`config.mk`:
```
export PLATFORM = sky130hd
export DESIGN_NAME = mem_stage_access_ctrl
export DESIGN_NICKNAME = d
export VERILOG_FILES = /design/src/rtl/cpu_pipe_pkg.sv /design/src/rtl/dmem_wait_timer.sv /design/src/rtl/mem_stage_access_ctrl.sv
export SDC_FILE = /design/constraint.sdc
export NUM_CORES = 1
export LEC_CHECK = 0
export BUFFER_PORTS_ARGS = -buffer_cell sky130_fd_sc_hd__buf_2
export CAP_MARGIN = 40
export CORE_ASPECT_RATIO = 1.75
export CORE_MARGIN = 5
export CORE_UTILIZATION = 48
export DETAILED_ROUTE_END_ITERATION = 8
export GPL_ROUTABILITY_DRIVEN = 0
export HOLD_SLACK_MARGIN = 0.1
export MAX_ROUTING_LAYER = met4
export PLACE_DENSITY = 0.88
export RECOVER_POWER = 25
export SYNTH_ARGS = -nofsm -noshare
export SYNTH_HDL_FRONTEND = slang
export SYNTH_SLANG_ARGS = --single-unit
```
`constraint.sdc`:
```
create_clock -name clk -period 2 [get_ports clk]
set_input_delay 0.3 -clock clk [delete_from_list [all_inputs] [get_ports clk]]
set_output_delay 0.3 -clock clk [all_outputs]
set_load 0.01 [all_outputs]
```
`src/rtl/cpu_pipe_pkg.sv`:
```
// Shared definitions for the MEM stage of the CPU pipeline.
// Contents:
//   - bit positions inside the 4-bit EX/MEM control field
//   - width of the control field handed on to write-back
//   - the two-state type used by the memory-access FSM
//   - small helpers that decode the control field
package cpu_pipe_pkg;

  localparam int CTL_W        = 4;
  localparam int CTL_MEMREAD  = 0;
  localparam int CTL_MEMWRITE = 1;
  localparam int CTL_REGWRITE = 2;
  localparam int CTL_MEMTOREG = 3;

  localparam int WB_CTL_W     = 2;

  typedef enum logic {
    IDLE = 1'b0,
    WAIT = 1'b1
  } mem_state_t;

  // Any load or store needs a data-memory transaction.
  function automatic logic is_mem_op(input logic [CTL_W-1:0] ctl);
    return ctl[CTL_MEMREAD] | ctl[CTL_MEMWRITE];
  endfunction

  // Write-back control: [0] RegWrite, [1] MemToReg.
  function automatic logic [WB_CTL_W-1:0] wb_ctl_of(input logic [CTL_W-1:0] ctl);
    return {ctl[CTL_MEMTOREG], ctl[CTL_REGWRITE]};
  endfunction

endpackage

```
`src/rtl/dmem_wait_timer.sv`:
```
// Counts the cycles a data-memory request has been outstanding.
// Ports:
//   clk, rst  - clock and asynchronous active-high reset
//   clear     - force the count back to zero (takes priority over enable)
//   enable    - advance the count by one this edge
//   expire    - count has reached TIMEOUT_CYCLES-1, i.e. the last allowed wait cycle
module dmem_wait_timer #(
  parameter int TIMEOUT_CYCLES = 15
) (
  input  logic clk,
  input  logic rst,
  input  logic clear,
  input  logic enable,
  output logic expire
);

  localparam int TW = $clog2(TIMEOUT_CYCLES + 1);
  localparam logic [TW-1:0] LAST = TW'(TIMEOUT_CYCLES - 1);

  logic [TW-1:0] count_r;

  // Wait-cycle counter; it stops at LAST so it can never wrap.
  always_ff @(posedge clk or posedge rst) begin
    if (rst) begin
      count_r <= {TW{1'b0}};
    end else if (clear) begin
      count_r <= {TW{1'b0}};
    end else if (enable && !expire) begin
      count_r <= count_r + {{(TW-1){1'b0}}, 1'b1};
    end else begin
      count_r <= count_r;
    end
  end

  assign expire = (count_r == LAST);

endmodule

```
`src/rtl/mem_stage_access_ctrl.sv`:
```
// MEM-stage controller: turns the EX/MEM register fields into a req/ack
// data-memory transaction, stalls the front of the pipe while it is
// outstanding, gives up after TIMEOUT_CYCLES wait cycles, and drives a
// registered MEM/WB bundle.
// Ports:
//   clk, rst            - clock, asynchronous active-high reset
//   MEM_control_signal  - [0]MemRead [1]MemWrite [2]RegWrite [3]MemToReg
//   MEM_ALU_result      - address for loads/stores, result otherwise
//   MEM_read2           - store data
//   MEM_register_num    - destination register
//   stall               - combinational; 1 = EX/MEM and earlier hold
//   dmem_req/we/addr/wdata - registered request, stable while dmem_req
//   dmem_ack, dmem_rdata   - completion pulse and load data
//   WB_*                - registered write-back bundle
//   err_timeout         - one-cycle pulse when a request is abandoned
module mem_stage_access_ctrl
  import cpu_pipe_pkg::*;
#(
  parameter int DATA_W         = 8,
  parameter int ADDR_W         = 8,
  parameter int REG_W          = 3,
  parameter int TIMEOUT_CYCLES = 15
) (
  input  logic                clk,
  input  logic                rst,
  input  logic [CTL_W-1:0]    MEM_control_signal,
  input  logic [DATA_W-1:0]   MEM_ALU_result,
  input  logic [DATA_W-1:0]   MEM_read2,
  input  logic [REG_W-1:0]    MEM_register_num,
  output logic                stall,
  output logic                dmem_req,
  output logic                dmem_we,
  output logic [ADDR_W-1:0]   dmem_addr,
  output logic [DATA_W-1:0]   dmem_wdata,
  input  logic                dmem_ack,
  input  logic [DATA_W-1:0]   dmem_rdata,
  output logic [WB_CTL_W-1:0] WB_control_signal,
  output logic [DATA_W-1:0]   WB_mem_data,
  output logic [DATA_W-1:0]   WB_ALU_result,
  output logic [REG_W-1:0]    WB_register_num,
  output logic                err_timeout
);

  mem_state_t          state_r;
  logic                mem_op_s;
  logic                expire_s;
  logic                timer_clear_s;
  logic                timer_en_s;
  // The instruction being serviced is captured at request time so the
  // write-back bundle does not depend on upstream holding its value.
  logic [WB_CTL_W-1:0] hold_wb_ctl_r;
  logic [DATA_W-1:0]   hold_alu_r;
  logic [REG_W-1:0]    hold_reg_r;

  assign mem_op_s      = is_mem_op(MEM_control_signal);
  assign timer_clear_s = (state_r == IDLE);
  assign timer_en_s    = (state_r == WAIT) && !dmem_ack;

  dmem_wait_timer #(
    .TIMEOUT_CYCLES (TIMEOUT_CYCLES)
  ) u_timer (
    .clk    (clk),
    .rst    (rst),
    .clear  (timer_clear_s),
    .enable (timer_en_s),
    .expire (expire_s)
  );

  // Stall: hold upstream while a request is being launched or is pending;
  // release in the ack cycle or the final time-out cycle so upstream
  // advances on the same edge the transaction retires.
  always_comb begin
    stall = 1'b0;
    if (rst) begin
      stall = 1'b0;
    end else begin
      case (state_r)
        IDLE:    stall = mem_op_s;
        WAIT:    stall = !dmem_ack && !expire_s;
        default: stall = 1'b0;
      endcase
    end
  end

  // Memory-access FSM with registered request and write-back outputs.
  always_ff @(posedge clk or posedge rst) begin
    if (rst) begin
      state_r           <= IDLE;
      dmem_req          <= 1'b0;
      dmem_we           <= 1'b0;
      dmem_addr         <= {ADDR_W{1'b0}};
      dmem_wdata        <= {DATA_W{1'b0}};
      WB_control_signal <= {WB_CTL_W{1'b0}};
      WB_mem_data       <= {DATA_W{1'b0}};
      WB_ALU_result     <= {DATA_W{1'b0}};
      WB_register_num   <= {REG_W{1'b0}};
      err_timeout       <= 1'b0;
      hold_wb_ctl_r     <= {WB_CTL_W{1'b0}};
      hold_alu_r        <= {DATA_W{1'b0}};
      hold_reg_r        <= {REG_W{1'b0}};
    end else begin
      err_timeout <= 1'b0;
      case (state_r)
        IDLE: begin
          if (mem_op_s) begin
            // Both MemRead and MemWrite set: treated as a write.
            dmem_req          <= 1'b1;
            dmem_we           <= MEM_control_signal[CTL_MEMWRITE];
            dmem_addr         <= MEM_ALU_result[ADDR_W-1:0];
            dmem_wdata        <= MEM_read2;
            hold_wb_ctl_r     <= wb_ctl_of(MEM_control_signal);
            hold_alu_r        <= MEM_ALU_result;
            hold_reg_r        <= MEM_register_num;
            WB_control_signal <= {WB_CTL_W{1'b0}};
            WB_mem_data       <= {DATA_W{1'b0}};
            WB_ALU_result     <= {DATA_W{1'b0}};
            WB_register_num   <= {REG_W{1'b0}};
            state_r           <= WAIT;
          end else begin
            WB_control_signal <= wb_ctl_of(MEM_control_signal);
            WB_mem_data       <= {DATA_W{1'b0}};
            WB_ALU_result     <= MEM_ALU_result;
            WB_register_num   <= MEM_register_num;
            state_r           <= IDLE;
          end
        end
        WAIT: begin
          if (dmem_ack) begin
            // Ack beats a coincident time-out.
            dmem_req          <= 1'b0;
            WB_control_signal <= hold_wb_ctl_r;
            WB_mem_data       <= dmem_we ? {DATA_W{1'b0}} : dmem_rdata;
            WB_ALU_result     <= hold_alu_r;
            WB_register_num   <= hold_reg_r;
            state_r           <= IDLE;
          end else if (expire_s) begin
            dmem_req          <= 1'b0;
            err_timeout       <= 1'b1;
            WB_control_signal <= {WB_CTL_W{1'b0}};
            WB_mem_data       <= {DATA_W{1'b0}};
            WB_ALU_result     <= {DATA_W{1'b0}};
            WB_register_num   <= {REG_W{1'b0}};
            state_r           <= IDLE;
          end else begin
            WB_control_signal <= {WB_CTL_W{1'b0}};
            WB_mem_data       <= {DATA_W{1'b0}};
            WB_ALU_result     <= {DATA_W{1'b0}};
            WB_register_num   <= {REG_W{1'b0}};
            state_r           <= WAIT;
          end
        end
        default: begin
          dmem_req          <= 1'b0;
          WB_control_signal <= {WB_CTL_W{1'b0}};
          WB_mem_data       <= {DATA_W{1'b0}};
          WB_ALU_result     <= {DATA_W{1'b0}};
          WB_register_num   <= {REG_W{1'b0}};
          state_r           <= IDLE;
        end
      endcase
    end
  end

endmodule

```
## Yosys cells after proc, flatten, opt, wreduce, memory -nomap -nowiden

Index checks and enable logic that the tools add are counted.

| word-level totals | value |
|---|---|
| flip-flop bits (word level) | 50 |
| output and inout bits | 41 |
| word-level logic and storage cells | 54 |

| cells by class | value |
|---|---|
| $add $sub $neg | 1 |
| equal/unequal tests | 4 |
| muxes and demuxes | 27 |
| bitwise gates (word level) | 2 |
| reduce and logical (&&, ||, !) cells | 7 |

Operators by type and width:

| operator | count |
|---|---|
| 2-to-1 mux 8 bit | 4 |
| one-hot mux 8 bit (2 select lines) | 2 |
| 2-to-1 mux 1 bit | 10 |
| 2-to-1 mux 4 bit | 2 |
| 2-to-1 mux 3 bit | 2 |
| one-hot mux 1 bit (2 select lines) | 3 |
| one-hot mux 3 bit (2 select lines) | 1 |
| adder 4 x 1 -> 4 bit (second input constant) | 1 |
| equality test 4 bit (second input constant) | 1 |
| 2-to-1 mux 2 bit | 2 |
| one-hot mux 2 bit (2 select lines) | 1 |
| AND reduction 2 bit | 2 |
| logical AND 1 bit | 3 |
| inequality test 3 x 2 -> 1 bit (second input constant) | 1 |
| zero test 1 bit | 2 |
| inequality test 2 x 1 -> 1 bit (second input constant) | 1 |
| inequality test 2 bit (second input constant) | 1 |
| NOT 1 bit | 1 |
| bitwise OR 1 bit | 1 |

## Depth between registers and ports, before layout

Gate-level depths: netlist of run 1.

| depth | value |
|---|---|
| depth after elaboration | 5 |
| mapped depth | 5 |
| depth with buffers taken out | 5 |

## By module

From an unflattened synthesis of run 1, not the netlist that was laid out.

| unflattened totals | value |
|---|---|
| cell total of the unflattened synthesis | 140 |
| area, all modules | 2,037.0 um^2 |

By module, submodules not included:

| module | instances | cells an instance | area each (um^2) | sequential area each (um^2) |
|---|---|---|---|---|
| mem_stage_access_ctrl | 1 | 117 | 1,821.7 | 1,151.1 |
| dmem_wait_timer | 1 | 23 | 215.2 | 100.1 |

## Least setup slack after synthesis of run 1

OpenSTA, ideal clock, no wires.

| timing | value |
|---|---|
| path type | reg-to-output |
| start | reg u_timer.count_r[0] |
| end | out stall |
| arrival | 1.151 ns |
| data required time | 1.700 ns |
| slack | 0.549 ns |
| cell stages (with the launch flop) | 6 |
| path buffers | 0 |
| path through | dfrtp_1 -> inv_1 -> ha_1 -> nand3_1 -> nand3b_1 -> a21oi_1 |

| between the ends | value |
|---|---|
| longest elaborated chain between the ends | 5 |

Ends and longest elaborated chain:

| element | RTL line | text |
|---|---|---|
| start, declared | dmem_wait_timer.sv:20 | `logic [TW-1:0] count_r;` |
| start signal, assigned | dmem_wait_timer.sv:25 | `count_r <= {TW{1'b0}};` |
| start signal, assigned | dmem_wait_timer.sv:27 | `count_r <= {TW{1'b0}};` |
| start signal, assigned | dmem_wait_timer.sv:29 | `count_r <= count_r + {{(TW-1){1'b0}}, 1'b1};` |
| equality test 4 bit | dmem_wait_timer.sv:35 | `assign expire = (count_r == LAST);` |
| zero test 1 bit | mem_stage_access_ctrl.sv:79 | `WAIT: stall = !dmem_ack && !expire_s;` |
| logical AND 1 bit | mem_stage_access_ctrl.sv:79 |  |
| one-hot mux 1 bit (2 select lines) | mem_stage_access_ctrl.sv:77 | `case (state_r)` |
| 2-to-1 mux 1 bit | mem_stage_access_ctrl.sv:74 | `if (rst) begin` |
| end, declared | mem_stage_access_ctrl.sv:30 | `output logic stall,` |

Every way passes these cells.

## Worst setup path after layout of run 1

Ends and elaborated chain as after synthesis.

==> impl_results.rst, run 1 <==
.. list-table::
   :header-rows: 1

   * - Metric
     - Value
   * - Outcome
     - finished clean
   * - Portion of the post-synthesis area used by sequential elements
     - 0.636
   * - Hold worst-path end
     - WB_mem_data[0]
   * - Total leakage power
     - between 1 and 1.5 nW
   * - Min-Delay Path Class
     - input pin to flop
   * - Cells along the critical path
     - inv_1 > ha_1 > nand3_2 > nand3b_1 > a21oi_2 > buf_2
   * - Largest cells by area after synthesis
     - dfrtp_1 64%, mux2_4 13%, a22o_1 5.8%, and2_1 2.9%, mux2_2 2.9%
   * - Area delta synth->final
     - 26.5%
   * - Post-Synthesis Cells
     - ~130
   * - Clock-pin slew on the worst setup and hold paths
     - 0.09 ns
   * - Setup slack of the most critical reg-to-reg path
     - approximately 0.38 ns
   * - Highest net fanout along the worst path
     - 4
   * - Number of antenna violations at the first check in global routing
     - 0
   * - Max Cap Violations
     - 0
   * - Number of vias per cell after detailed routing
     - 5.15
   * - Nets in the synthesized netlist
     - about 160
   * - Sink Count
     - 50
   * - Most common cell in the synthesized netlist
     - dfrtp_1
   * - Nature of the critical path startpoint
     - flop
   * - Top cells by instance count after synthesis
     - 50 x dfrtp_1, 17 x mux2_4, 13 x a22o_1
   * - Type of the setup path with the least slack
     - flop to primary output
   * - Wirelength per Cell
     - around 17 um
   * - Final count of hold timing violations
     - 0
   * - Drc violations
     - 0
   * - Critical path depth
     - 6
   * - Area taken by flip-flops and latches
     - around 1300 sq um
   * - Area share of the largest cell type after synthesis
     - 0.636
   * - Vias in the first global route
     - around 1,500
   * - Mean area per synthesized cell
     - roughly 16 sq um
   * - Die extent in x
     - between 50 and 60 um
   * - Fin. max-slew vios
     - 0
   * - End of the worst register-to-register path
     - hold_alu_r[3]
   * - Start of the worst register-to-register path
     - state_r
   * - Initial detailed-routing violation count
     - 20
   * - Dominant delay contributor by cell family on the critical path
     - flip-flops
   * - Total detailed-routing wirelength
     - around 4400 um
   * - Total overflow reported by the global router
     - 0
   * - I/O pins
     - 75
   * - Number of input and output port buffers inserted
     - 74
   * - Period Utilization, post-route
     - 0.961
   * - Number of distinct library cells after synthesis
     - 26
   * - Crit path capture type
     - primary output
   * - TritonCTS clock tree
     - done
   * - Count of flip-flops with a built-in enable after synthesis
     - 0
   * - Total Die Area
     - about 5500 sq um
   * - Number of cells on the worst hold path
     - 2
   * - GRT Overall Usage
     - 0.175
   * - Row count
     - 30
   * - Maximum vdd drop
     - slightly above 0.8 mV
   * - Filler cells
     - roughly 330
   * - Wire length of the first global-routing pass
     - just over 7000 um
   * - Syn Std Cell Area
     - about 2000 sq um
   * - Biggest area consumer among synthesized cells
     - dfrtp_1
   * - Summed negative setup slack over all endpoints
     - 0 ns
   * - Htree depth
     - 2
   * - Critical path buffers and inverters
     - 2
   * - Worst hold slack across all endpoints
     - between 0.2 and 0.25 ns
   * - Via count
     - between 1,000 and 1,500
   * - Detailed Routing Iterations Pass 1
     - 4
   * - Fin crit period
     - between 1.5 and 2 ns
   * - Post-DP HPWL
     - around 3300 um
   * - Vert. Die Dim
     - 94.7 um
   * - Highest achievable clock rate
     - ~0.52 GHz
   * - Fraction of final layout cells with drive strength greater than 1
     - 0.526
   * - Number of buffers created by CTS
     - 5
   * - Worst Path Arrival
     - 1.62 ns
   * - Reg2reg path depth
     - 3
   * - Hold path startpoint
     - dmem_rdata[0]
   * - Transition at the pin with the smallest max-transition slack
     - ~1.2 ns
   * - Max clock buf depth
     - 2
   * - Root Buffer
     - clkbuf_8
   * - Layout Nets
     - between 200 and 250
   * - Flops & latches, synth
     - 50
   * - DP Cell Count
     - approximately 250
   * - Area of the core
     - just under 4000 sq um
   * - Prevailing post-synth register cell
     - dfrtp_1
   * - Initial standard-cell utilization of the core
     - 0.499
   * - Number of setup violations in the final report
     - 0
   * - Total area of multi-input combinational cells
     - around 660 sq um
   * - Final standard cell count with taps included and fillers excluded
     - ~260
   * - Endpoint required time on the critical path
     - 1.70 ns
   * - Headroom to the max-slew limit
     - 0.210
   * - Clk_skew
     - about 0.0056 ns
   * - Number of antenna diodes
     - 0
   * - Proportion of synthesized flip-flops having asynchronous set or reset
     - 1.00
   * - Pin count of the biggest net entering global routing
     - 51
   * - Final antenna-violating net count
     - 0
   * - Clock network latency to the later pin of the worst-skew pair
     - roughly 0.30 ns
   * - Number of warning messages in the yosys log
     - 0
   * - Pwr per Cell Area
     - around 1200 nW/um^2
   * - Slowest stage cell, crit path
     - dfrtp_1
   * - Slowest Stage Delay on Critical Path
     - between 0.4 and 0.5 ns
area by class of cell:
cell class / count / share of cell area
clock buffer: 7 / 0.0347
timing repair buffer: 79 / 0.163
tap: 48 / 0.0241
multi-input combinational: 68 / 0.267
clock inverter: 1 / 0.00201
sequential: 50 / 0.503
inverter: 4 / 0.00603
cell families after synthesis:
logic type                 share of synthesized area
muxes                                          0.163
AOI/OAI and AO/OA                             0.0852
buffers and inverters                         0.0305
adders and majority gates                     0.0127
DFF                                            0.636
and+or+nand+nor                               0.0674
xor gates and xnor gates                     0.00445
registers in the layout, indices dropped and copies added (netlist names):
signal,cells
WB_register_num,3
state_r,1
u_timer.count_r,4
dmem_we,1
WB_mem_data,8
hold_alu_r,8
hold_wb_ctl_r,2
dmem_wdata,8
hold_reg_r,3
err_timeout,1
dmem_req,1
WB_ALU_result,8
WB_control_signal,2
metrics by stage:
| step | setup slack [ns] | power, mW | area [sq um] | utilization |
|---|---|---|---|---|
| 3_3_place_gp | 0.265 | 2.30 | 2390 | 0.606 |
| 4_1_cts | 0.0701 | 2.94 | 2490 | 0.631 |
| 3_5_place_dp | 0.223 | 2.34 | 2390 | 0.606 |
| 2_1_floorplan | 0.499 | 2.00 | 1970 | - |
| 6_report | 0.0780 | 2.92 | 2490 | 0.631 |
| 5_1_grt | -0.0124 | 3.08 | 2490 | 0.631 |
repair_timing:
item,4_1_cts,5_1_grt
endpoints found under the setup margin,0,1
hold buffers,1,0
hold endpoints to repair,50,0
buffers inserted,0,1
gates resized for setup,0,2
worst max path at each step:
stage / start / to
finish: u_timer.count_r[0] / stall
global route: u_timer.count_r[0] / stall
CTS: u_timer.count_r[0] / stall
detailed placement: MEM_control_signal[1] / hold_alu_r[3]
global placement: MEM_control_signal[1] / hold_alu_r[1]
floorplan: rst / WB_ALU_result[0]
placed cells by master, fill, tap and decap left out, types with 2 or more instances in the layout:
master | netlist | layout
a31oi_1 | 2 | 2
a22o_1 | 13 | 13
buf_4 | 0 | 3
clkbuf_8 | 0 | 6
nand2_1 | 3 | 3
mux2_4 | 17 | 17
buf_2 | 2 | 73
nor2b_1 | 2 | 2
mux2_2 | 5 | 5
nor3_1 | 2 | 2
and2_1 | 9 | 9
dfrtp_1 | 50 | 50
clkbuf_1 | 0 | 2
inv_1 | 4 | 3
ha_1 | 2 | 2
routing by layer:
layer | vias up | wire length [um] | GRT usage
met5 | - | 0 | -
met4 | 0 | 91 | 0.0851
met3 | 9 | 209 | 0.0342
met2 | 41 | 2560 | 0.306
met1 | 670 | 1570 | 0.183
li1 | 604 | - | -
report_power, final:
group          internal, mW  switching, mW  total [mW]
sequential             1.26          0.160        1.42
clock                 0.280          0.317       0.597
combinational         0.483          0.413       0.896
Power figures use the tool's default switching activity.
==> run 2: changes to the inputs <==
- CORE_UTILIZATION: 48 -> 43
- PLACE_DENSITY: 0.88 -> 0.74
- clock period: 2 -> 1.6 ns (I/O delays scaled with it)
==> impl_results.rst, run 2 (synthesized netlist as in run 1, its figures left out) <==
.. list-table::
   :header-rows: 1

   * - Metric
     - Value
   * - Worst setup path startpoint
     - u_timer.count_r[0]
   * - Worst slack after detailed placement
     - 0.120 ns (-0.103 ns)
   * - Initial detailed-routing violation count
     - 26 (+30%)
   * - Transition at the pin with the smallest max-transition slack
     - 0.668 ns (-0.518 ns)
   * - Number of vias per cell after detailed routing
     - 4.88 (-5.2%)
   * - Max clock buf depth
     - 2 (unchanged)
   * - Root Buffer
     - clkbuf_8
   * - Start of the worst register-to-register path
     - u_timer.count_r[0]
   * - Total detailed-routing wirelength
     - 4220 um (-4.7%)
   * - Outcome
     - finished clean
   * - Number of antenna violations at the first check in global routing
     - 0 (unchanged)
   * - Worst Path Arrival
     - 1.35 ns (-0.27 ns)
   * - Row count
     - 32 (+6.7%)
   * - Hold path startpoint
     - dmem_rdata[3]
   * - Endpoint required time on the critical path
     - 1.36 ns (-0.34 ns)
   * - Maximum vdd drop
     - 0.998 mV (+21%)
   * - Setup slack of the critical path after layout
     - 0.00690 ns (-0.0711 ns)
   * - Clock-pin slew on the worst setup and hold paths
     - 0.09 ns (about the same)
   * - Total overflow reported by the global router
     - 0 (unchanged)
   * - Clock network latency to the later pin of the worst-skew pair
     - 0.30 ns (about the same)
   * - Final count of hold timing violations
     - 0 (unchanged)
   * - Fin crit period
     - 1.59 ns
   * - Vert. Die Dim
     - 99.5 um (+5.1%)
   * - Wire length of the first global-routing pass
     - 6820 um (-3.2%)
   * - Nature of the critical path startpoint
     - flop
   * - Pwr per Cell Area
     - 1490 nW/um^2 (+27%)
   * - Final antenna-violating net count
     - 0 (unchanged)
   * - Highest-count cells in the layout ignoring fill and taps
     - 62 x buf_2, 50 x dfrtp_1, 17 x mux2_4, 13 x a22o_1, 13 x clkbuf_1
   * - Htree depth
     - 2 (unchanged)
   * - Crit path capture type
     - primary output
   * - Type of the setup path with the least slack
     - flop to primary output
   * - Pin count of the biggest net entering global routing
     - 34 (-33%)
   * - Min-Delay Path Class
     - input pin to flop
   * - Headroom to the max-slew limit
     - 0.554 (+0.345)
   * - Highest net fanout along the worst path
     - 2 (-2)
   * - Die extent in x
     - 61.1 um (+4.7%)
   * - Via count
     - 1,309 (-1.1%)
   * - Area delta synth->final
     - 30.9%
   * - I/O pins
     - 75 (unchanged)
   * - Detailed Routing Iterations Pass 1
     - 4 (unchanged)
   * - Area of the core
     - 4440 sq um (+13%)
   * - Post-placement cell area
     - 2430 sq um (+1.6%)
   * - Final design instance area without fill
     - 2570 sq um (+3.5%)
   * - Fraction of final layout cells with drive strength greater than 1
     - 0.493 (-0.0332)
   * - Final standard cell count with taps included and fillers excluded
     - 268 (+4.3%)
   * - TritonCTS clock tree
     - done
   * - Setup slack of the most critical reg-to-reg path
     - 0.20 ns (-0.18 ns)
   * - Total leakage power
     - 1.34 nW (+0.71%)
   * - Max Cap Violations
     - 0 (unchanged)
   * - Period Utilization, post-route
     - 0.996
   * - Number of input and output port buffers inserted
     - 74 (unchanged)
   * - Initial standard-cell utilization of the core
     - 0.443 (-0.0565)
   * - Number of antenna diodes
     - 0 (unchanged)
   * - Wirelength per Cell
     - 15.7 um (-8.6%)
   * - Post-DP HPWL
     - 3130 um (-4.6%)
   * - Highest achievable clock rate
     - 0.628 GHz
   * - Filler cells
     - 392 (+18%)
   * - Sink Count
     - 50 (unchanged)
   * - Fin. max-slew vios
     - 0 (unchanged)
   * - DP Cell Count
     - 253 (+2.4%)
   * - RSZ-0062 raised after global routing
     - true
   * - Clk_skew
     - 0.00902 ns (+0.00345 ns)
   * - Number of buffers created by CTS
     - 5 (unchanged)
   * - Power consumption
     - 3.83 mW (+31%)
   * - GRT Overall Usage
     - 0.155 (-0.0196)
   * - Number of setup violations in the final report
     - 0 (unchanged)
   * - Most common cell after layout, fill and taps aside
     - buf_2
   * - Drc violations
     - 0 (unchanged)
   * - Vias in the first global route
     - 1,417 (-2.3%)
   * - Total Die Area
     - 6080 sq um (+10%)
   * - Layout Nets
     - 252 (+3.3%)
-- run 2: path summary, 6_finish.rpt --
| check | cells after the start | endpoint |
|---|---|---|
| min in group asynchronous | 3 | hold_alu_r[4] |
| max | 6 | stall |
| min | 2 | WB_mem_data[3] |
| max in group asynchronous | 4 | u_timer.count_r[1] |
| min reg2reg | 1 | dmem_wdata[5] |
| max reg2reg | 7 | u_timer.count_r[0] |
-- run 2: through the flow --
stage	hold WS (ns)	TNS, ns	utilization
floorplan	0.313	0	-
global placement	0.262	0	0.546
global route	0.127	-0.0975	0.579
detailed placement	0.260	0	0.546
CTS	0.134	-0.0125	0.581
finish	0.137	0	0.579
-- run 2: layer usage --
layer  GRT usage  wire (um)  share of wire  up-vias
met4      0.0618         86          0.020        0
met5           -          0              0        -
met2       0.255       2350           0.56       41
met3      0.0377        244          0.058        8
met1       0.175       1530           0.36      642
li1            -          -              -      618
-- run 2: cell type report --
| cell class | count | area (sq um) | area share |
|---|---|---|---|
| Clock buffer | 6 | 72.6 | 0.0282 |
| Multi-Input combinational cell | 68 | 663 | 0.258 |
| Timing Repair Buffer | 87 | 472 | 0.183 |
| Tap cell | 51 | 63.8 | 0.0248 |
| Sequential cell | 50 | 1250 | 0.486 |
| Clock inverter | 2 | 37.5 | 0.0146 |
| Inverter | 4 | 15.0 | 0.00583 |
-- run 2: power by group --
| group | total (mW) | switching, mW | internal, mW |
|---|---|---|---|
| Clock | 0.868 | 0.401 | 0.466 |
| Sequential | 1.76 | 0.176 | 1.58 |
| Combinational | 1.21 | 0.533 | 0.675 |
-- run 2: critical path, cell delays in order, from the launching register on --
cell and delay (ns):
dfrtp_1 0.39, inv_1 0.06, ha_2 0.18, nand3_2 0.08, nand3b_1 0.12, a21oi_1 0.07
buf_2 0.16
-- run 2: what timing repair did --
item                                    CTS  global route
hold buffers                              1             0
endpoints found under the setup margin    1             1
gates resized for setup                   2             0
pin swaps                                 2             1
hold endpoints to repair                 17             0
setup buffers                             4             2
